--- config.mk ---
export PLATFORM = sky130hd
export DESIGN_NAME = friscv_div_ctrl
export DESIGN_NICKNAME = d
export VERILOG_FILES = /design/src/rtl/friscv_div_ctrl.sv
export SDC_FILE = /design/constraint.sdc
export NUM_CORES = 1
export LEC_CHECK = 0
export BUFFER_PORTS_ARGS = -buffer_cell sky130_fd_sc_hd__buf_2
export CAP_MARGIN = 0
export CORE_ASPECT_RATIO = 0.8
export CORE_MARGIN = 2
export CORE_UTILIZATION = 38
export CTS_CLUSTER_DIAMETER = 60
export DETAILED_ROUTE_END_ITERATION = 10
export PLACE_DENSITY = 0.67
export SETUP_SLACK_MARGIN = 0.15
export SKIP_CTS_REPAIR_TIMING = 1
export SLEW_MARGIN = 0
export SYNTH_ARGS = -nofsm -noshare
export SYNTH_HDL_FRONTEND = slang
export SYNTH_SLANG_ARGS = --single-unit
--- constraint.sdc ---
create_clock -name aclk -period 4.3 [get_ports aclk]
set_clock_uncertainty 0.1 [all_clocks]
set_input_delay 0.215 -clock aclk [delete_from_list [all_inputs] [get_ports aclk]]
set_output_delay 0.215 -clock aclk [all_outputs]
set_load 0.05 [all_outputs]
--- src/rtl/friscv_div_ctrl.sv ---
// Sequences RISC-V M-extension DIV/DIVU/REM/REMU through an external divider, bypassing corner cases.
// Build option FRISCV_DIV_CACHE_EN adds a one-entry result cache keyed on {signed, rs1, rs2}.
module friscv_div_ctrl #(
    parameter int unsigned XLEN = 32
) (
    input  logic            aclk,
    input  logic            areset,
    input  logic            srst,
    input  logic            i_valid,
    output logic            i_ready,
    input  logic [2:0]      funct3,
    input  logic [XLEN-1:0] rs1_val,
    input  logic [XLEN-1:0] rs2_val,
    input  logic [4:0]      rd_addr,
    output logic            div_pending,
    output logic            div_valid,
    input  logic            div_ready,
    output logic            div_signed,
    output logic [XLEN-1:0] div_divd,
    output logic [XLEN-1:0] div_divs,
    input  logic            div_o_valid,
    output logic            div_o_ready,
    input  logic [XLEN-1:0] div_quot,
    input  logic [XLEN-1:0] div_rem,
    output logic            wb_valid,
    input  logic            wb_ready,
    output logic [4:0]      wb_addr,
    output logic [XLEN-1:0] wb_val,
    output logic            wb_illegal
);

    localparam logic [XLEN-1:0] SMIN = {1'b1, {(XLEN-1){1'b0}}};
    localparam logic [XLEN-1:0] ONES = '1;

    typedef enum logic [1:0] {
        IDLE  = 2'd0,
        ISSUE = 2'd1,
        WAIT  = 2'd2,
        WB    = 2'd3
    } state_t;

    state_t state;
    logic   op_rem;

    logic            illegal_c;
    logic            rem_c;
    logic            signed_c;
    logic            div_zero_c;
    logic            ovf_c;
    logic            bypass_c;
    logic            hit_c;
    logic            capture_c;
    logic [XLEN-1:0] bypass_val_c;
    logic [XLEN-1:0] cache_val_c;

    // Decode of the presented instruction and its architecturally defined corner-case results
    always_comb begin
        illegal_c    = ~funct3[2];
        rem_c        = funct3[1];
        signed_c     = ~funct3[0];
        div_zero_c   = (rs2_val == '0);
        ovf_c        = signed_c && (rs1_val == SMIN) && (rs2_val == ONES);
        bypass_c     = illegal_c || div_zero_c || ovf_c;
        bypass_val_c = '0;
        if (illegal_c) begin
            bypass_val_c = '0;
        end else if (div_zero_c) begin
            bypass_val_c = rem_c ? rs1_val : ONES;
        end else if (ovf_c) begin
            bypass_val_c = rem_c ? '0 : rs1_val;
        end
    end

    assign capture_c = (state == WAIT) && div_o_valid;

`ifdef FRISCV_DIV_CACHE_EN
    logic            cache_valid;
    logic            cache_signed;
    logic [XLEN-1:0] cache_rs1;
    logic [XLEN-1:0] cache_rs2;
    logic [XLEN-1:0] cache_quot;
    logic [XLEN-1:0] cache_rem;

    // Last divider result; the operands are still held on div_divd/div_divs at capture time
    always_ff @(posedge aclk or posedge areset) begin
        if (areset) begin
            cache_valid  <= 1'b0;
            cache_signed <= 1'b0;
            cache_rs1    <= '0;
            cache_rs2    <= '0;
            cache_quot   <= '0;
            cache_rem    <= '0;
        end else if (srst) begin
            cache_valid  <= 1'b0;
        end else if (capture_c) begin
            cache_valid  <= 1'b1;
            cache_signed <= div_signed;
            cache_rs1    <= div_divd;
            cache_rs2    <= div_divs;
            cache_quot   <= div_quot;
            cache_rem    <= div_rem;
        end
    end

    assign hit_c       = cache_valid && (cache_signed == signed_c) &&
                         (cache_rs1 == rs1_val) && (cache_rs2 == rs2_val);
    assign cache_val_c = rem_c ? cache_rem : cache_quot;
`else
    assign hit_c       = 1'b0;
    assign cache_val_c = '0;
`endif

    // Control FSM; every output is a register updated alongside the state
    always_ff @(posedge aclk or posedge areset) begin
        if (areset) begin
            state       <= IDLE;
            op_rem      <= 1'b0;
            i_ready     <= 1'b0;
            div_pending <= 1'b0;
            div_valid   <= 1'b0;
            div_signed  <= 1'b0;
            div_divd    <= '0;
            div_divs    <= '0;
            div_o_ready <= 1'b0;
            wb_valid    <= 1'b0;
            wb_addr     <= '0;
            wb_val      <= '0;
            wb_illegal  <= 1'b0;
        end else if (srst) begin
            state       <= IDLE;
            op_rem      <= 1'b0;
            i_ready     <= 1'b0;
            div_pending <= 1'b0;
            div_valid   <= 1'b0;
            div_signed  <= 1'b0;
            div_divd    <= '0;
            div_divs    <= '0;
            div_o_ready <= 1'b0;
            wb_valid    <= 1'b0;
            wb_addr     <= '0;
            wb_val      <= '0;
            wb_illegal  <= 1'b0;
        end else begin
            case (state)
                IDLE: begin
                    i_ready <= 1'b1;
                    if (i_valid && i_ready) begin
                        i_ready     <= 1'b0;
                        div_pending <= 1'b1;
                        op_rem      <= rem_c;
                        div_signed  <= signed_c;
                        div_divd    <= rs1_val;
                        div_divs    <= rs2_val;
                        wb_addr     <= rd_addr;
                        if (bypass_c) begin
                            state      <= WB;
                            wb_valid   <= 1'b1;
                            wb_val     <= bypass_val_c;
                            wb_illegal <= illegal_c;
                        end else if (hit_c) begin
                            state      <= WB;
                            wb_valid   <= 1'b1;
                            wb_val     <= cache_val_c;
                            wb_illegal <= 1'b0;
                        end else begin
                            state      <= ISSUE;
                            div_valid  <= 1'b1;
                        end
                    end
                end
                ISSUE: begin
                    if (div_ready) begin
                        state       <= WAIT;
                        div_valid   <= 1'b0;
                        div_o_ready <= 1'b1;
                    end
                end
                WAIT: begin
                    if (capture_c) begin
                        state       <= WB;
                        div_o_ready <= 1'b0;
                        wb_valid    <= 1'b1;
                        wb_val      <= op_rem ? div_rem : div_quot;
                        wb_illegal  <= 1'b0;
                    end
                end
                WB: begin
                    if (wb_ready) begin
                        state       <= IDLE;
                        wb_valid    <= 1'b0;
                        wb_illegal  <= 1'b0;
                        div_pending <= 1'b0;
                        i_ready     <= 1'b1;
                    end
                end
                default: begin
                    state <= IDLE;
                end
            endcase
        end
    end

endmodule

Yosys cells after proc, flatten, opt, wreduce, memory -nomap -nowiden
Index checks and enable logic that the tools add are counted.
Word-level totals
  register bits after elaboration: 111
  input bits: 143
  output and inout bits: 108
Operators by class
  eq/ne operators: 11
  muxes and demuxes: 59
  bitwise logic cells: 2
  reduce and logical (&&, ||, !) cells: 23
Operator list (number)
  32-bit 2-to-1 mux: 16
  32-bit == test, second input constant: 2
  32-bit case mux with 2 select lines: 1
  32-bit zero test: 1
  1-bit 2-to-1 mux: 26
  3-bit != test, second input constant: 6
  5-bit 2-to-1 mux: 3
  2-bit 2-to-1 mux: 6
  4-bit AND reduction: 3
  3-bit nonzero test: 4
  1-bit case mux with 2 select lines: 4
  2-bit case mux with 4 select lines: 1
  1-bit case mux with 3 select lines: 2
  3-bit AND reduction: 2
  5-bit AND reduction: 1
  2-bit == test, second input constant: 2
  1-bit logical AND: 4
  2-bit AND reduction: 2
  2-bit nonzero test: 2
  4-bit nonzero test: 1
  2-bit by 1-bit == test with 1-bit output, second input constant: 1
  2-bit zero test: 1
  1-bit logical OR: 2
  1-bit inverter: 2

Depth between registers and ports, before layout
  depth after elaboration: 10
  mapped depth: 8
  depth with buffers taken out: 7

Worst setup path after synthesis
No wires, ideal clock.
  path kind: input-to-reg
  start: in rs1_val[24]
  end: reg wb_valid
  setup time: 0.077 ns
  data arrival time: 1.986 ns
  path slack: 2.137 ns
  stages: 6
  path buffers: 0
  path through: or2_0 -> or4_4 -> nor4_4 -> a211oi_2 -> or4_1 -> a21oi_1
Between the ends
  cells in the longest elaborated chain, start to end: 6
Ends and longest elaborated chain
  from (decl): RTL line 12  | input logic [XLEN-1:0] rs1_val,
  32-bit == test: RTL line 62  | ovf_c = signed_c && (rs1_val == SMIN) && (rs2_val == ONES);
  1-bit logical AND (2 in series): RTL line 62
  1-bit logical OR: RTL line 63  | bypass_c = illegal_c || div_zero_c || ovf_c;
  3-bit != test (no source line)
  5-bit AND reduction (no source line)
  to (signal assigned): RTL line 125  | wb_valid <= 1'b0;
  to (signal assigned): RTL line 139  | wb_valid <= 1'b0;
  to (signal assigned): RTL line 157  | wb_valid <= 1'b1;
  to (decl): RTL line 25  | output logic wb_valid,
Every way passes these cells.
A chain may end at the register's enable or synchronous reset.

Worst setup path after layout
  start: in funct3[0]
  end: reg wb_val[26]
Between the ends
  cells in the longest elaborated chain, start to end: 10
  elaborated cells between the ends (all ways): 13
  classes of those cells: eq/ne: 1; mux: 7; bitwise: 1; reduce/logical: 4
Ends and longest elaborated chain
  from (decl): RTL line 11  | input logic [2:0] funct3,
  1-bit inverter *: RTL line 60  | signed_c = ~funct3[0];
  1-bit logical AND * (2 in series): RTL line 62
  32-bit 2-to-1 mux: RTL line 69  | end else if (ovf_c) begin
  32-bit 2-to-1 mux: RTL line 67  | end else if (div_zero_c) begin
  32-bit 2-to-1 mux: RTL line 65  | if (illegal_c) begin
  32-bit 2-to-1 mux: RTL line 155  | if (bypass_c) begin
  32-bit 2-to-1 mux: RTL line 147  | if (i_valid && i_ready) begin
  32-bit case mux with 2 select lines: RTL line 144  | case (state)
  32-bit 2-to-1 mux: RTL line 129  | end else if (srst) begin
  to (signal assigned): RTL line 158  | wb_val <= bypass_val_c;
  to (signal assigned): RTL line 163  | wb_val <= cache_val_c;
  to (signal assigned): RTL line 183  | wb_val <= op_rem ? div_rem : div_quot;
  to (decl): RTL line 28  | output logic [XLEN-1:0] wb_val,
Mark *: on every way between the ends. The rest lies on a longest branch, timed or not. The select of a mux whose other input is x is not followed.

==> impl_results.md <==
- Site Rows: 39
- Slew headroom: 26.8%
- Max Slew Vio Count: 0
- Total power: 0.00363 W
- WHS: -0.0452 ns
- WP depth: 9
- Initial DRC count: ~390
- Endpoints failing setup: 0
- Critical Path Fanout Max: 25
- Num ports: between 200 and 300
- Worst Hold Class: primary input to asynchronous set/reset pin
- Layout cells sized above 1: a little over two fifths
- Final Hold Vio Count: 72
- Ys Warns: 0
- Worst r2r path cells: 6
- Largest delay share family, worst path: simple AND/OR/NAND/NOR gates
- Yosys top cell area share: 50.9%
- Status: finished, violations left
- Global route total overflow: 0
- TritonCTS buffer count: 9
- Core Region: 14200 um2
- Crit Path Class: primary input to flop
- Largest net degree at the start of global routing: 74
- RSZ-0062 raised after global routing: false
- Area grow syn2layout: 32.9%
- Clk_lat worst skew: 0.36 ns
- H-tree depth: 3
- Crit-path cells: dlygate4sd3_1 > buf_2 > nor4bb_1 > nand4_1 > nor4_1 > a31oi_2 > buf_6 > o21ai_0 > a22o_1
- Fmax: 383 MHz
- CP required: 4.49 ns
- Dominant synthesized flop cell: dfrtp_1
- Synth top area cells: dfrtp_1 51%, a22o_1 16%, mux2_2 6.6%
- Largest area contributor in the netlist: dfrtp_1
- Flip-flop and latch area: about 2800 um2
- Clk buf depth: 2
- Die H: ~110 um
- Most common cell after layout, fill and taps aside: buf_2
- GPL Wtd Cong: 0.852
- Mapped Nets: ~650
- Critical path data arrival time: between 2 and 3 ns
- Crit. End Element: flop
- TritonCTS clock tree: yes
- Fillcell total: about 1300
- Cells after synthesis: 500
- Post-synth ARST share: 100%
- LEAKAGE: about 3.7 nW
- First-pass GRT wire length: around 28000 um
- Period utilisation layout: 60.7%
- Antenna violations before repair: 1
- Multi-input logic area: about 2500 um2
- Layout Cells excl Fill: around 930
- Pre-Repair DR Iteration Count: 5
- Slowest stage cell, crit path: dlygate4sd3_1
- Min Tclk post-route: about 2.6 ns
- GR Util All Layers: 23.9%
- Post-synth EDFFs: 0
- Netlist cell types: 43
- Register area share after synthesis: 50.9%
- Most frequent cells in the layout: 250 x buf_2, 111 x dfrtp_1, 101 x a22o_1, 65 x o21ai_0, 42 x nand2_1
- Antenna Nets Post-Route: 0
- Hpwl dp: ~14000 um
- # DRC: 0
- DR vias/cell: 5.72
- Die X: approximately 140 um
- CTS sink count: roughly 110
- FF+latch count, synth: 111
- Worst slew pin tran: ~1.1 ns
- Placed Cells: 904
- Failing checks: negative hold slack
- Initial Utilization: between 30% and 40%
- Final-stage net count: 885
- Ant diodes: 0
- DRT Wirelength: between 15000 and 20000 um
- Setup TNS Final: 0 ns
- PD cells: 501 nW/um2
- CP Buf/Inv Count: 3
- Peak VDD IR: approximately 0.00032 V
- Per-cell routed wire length: ~20 um
- Number of global-route vias before repair: 5106
- Root buffer cell: clkbuf_16
- Worst path max stage delay: around 0.54 ns
- Max_cap viols: 0
- Avg Cell Area, Syn: 10.9 um2
- Startpoint Class: primary input
- Detailed-route via count: roughly 5300
- Input/output buffers: between 200 and 300
- Die area: 15300 um2
- Clk slew on worst S/H paths: about 0.080 ns
- Cell Area, Synth: 5460 um2
## state kept, by name, summed over array words and instances (netlist names)
signal,flops
div_divd,32
div_divs,32
div_o_ready,1
div_pending,1
div_signed,1
div_valid,1
i_ready,1
op_rem,1
state,2
wb_addr,5
wb_illegal,1
wb_val,32
wb_valid,1
## final cells by class
| cell class | instances | share of cell area [%] |
|---|---|---|
| multi-input combinational | 344 | 34.4 |
| clock inverter | 7 | 1.28 |
| tap | 184 | 3.18 |
| clock buffer | 9 | 3.11 |
| sequential | 111 | 38.3 |
| timing repair buffer | 266 | 19.3 |
| inverter | 6 | 0.345 |
## layer usage
layer / up-vias / track usage [%] / part of all wire [%]
met4: 0 / 5.92 / 1.6
met2: 271 / 38.5 / 47
met5: - / 0 / 0
met1: 2616 / 32.7 / 43
li1: 2394 / - / -
met3: 26 / 5.26 / 8.2
## cell families (layout without fill, tap and decap cells)
group	Yosys count	after routing	share of synthesized area [%]
mux	32	32	6.60
simple gates	117	117	12.2
buf+inv	45	288	4.08
flops	111	111	50.9
compound gates	190	190	25.2
fa+ha+maj	4	4	0.917
xor+xnor	1	1	0.161
## stage by stage
stage          utilization [%]  worst slack [ns]  cell area (um2)
2_1_floorplan                -              1.05             5460
5_1_grt                   51.2              1.49             7250
4_1_cts                   50.7              1.72             7180
3_3_place_gp              48.5              1.54             6860
6_report                  51.2              1.69             7250
3_5_place_dp              48.5              1.54             6860
## worst paths after layout
kind / startpoint / to / slack [ns]
max in group asynchronous: areset / wb_addr[2]$_DFFE_PP0P_ / 3.09
hold reg to reg: div_signed$_DFFE_PP0P_ / div_signed$_DFFE_PP0P_ / 0.39
setup reg to reg: state[0]$_DFFE_PP0P_ / div_divs[28]$_DFFE_PP0P_ / 1.74
min in group aclk: div_ready / div_valid$_DFFE_PP0P_ / 0.01
setup / recovery: funct3[0] / wb_val[26]$_DFFE_PP0P_ / 1.69
hold / removal: areset / wb_val[8]$_DFFE_PP0P_ / -0.05
## synth_stat cells (3+ instances only)
cell type	number
clkbuf_1	30
nor2_1	11
ha_1	4
mux2_2	32
a21oi_1	9
buf_2	3
nand3_1	4
nand2_1	42
inv_1	6
o31ai_1	3
nor4_1	21
nor3_1	5
o21ai_0	65
dfrtp_1	111
a22o_1	101
buf_6	4
nand4_1	16
a31oi_1	3
## power by group
part	switching [W]	internal [W]	leakage, nW
registers	0.0000915	0.00118	1.53
clock network	0.000422	0.000467	0.155
logic	0.00105	0.000423	2.01
(Power assumes the default switching activity.)
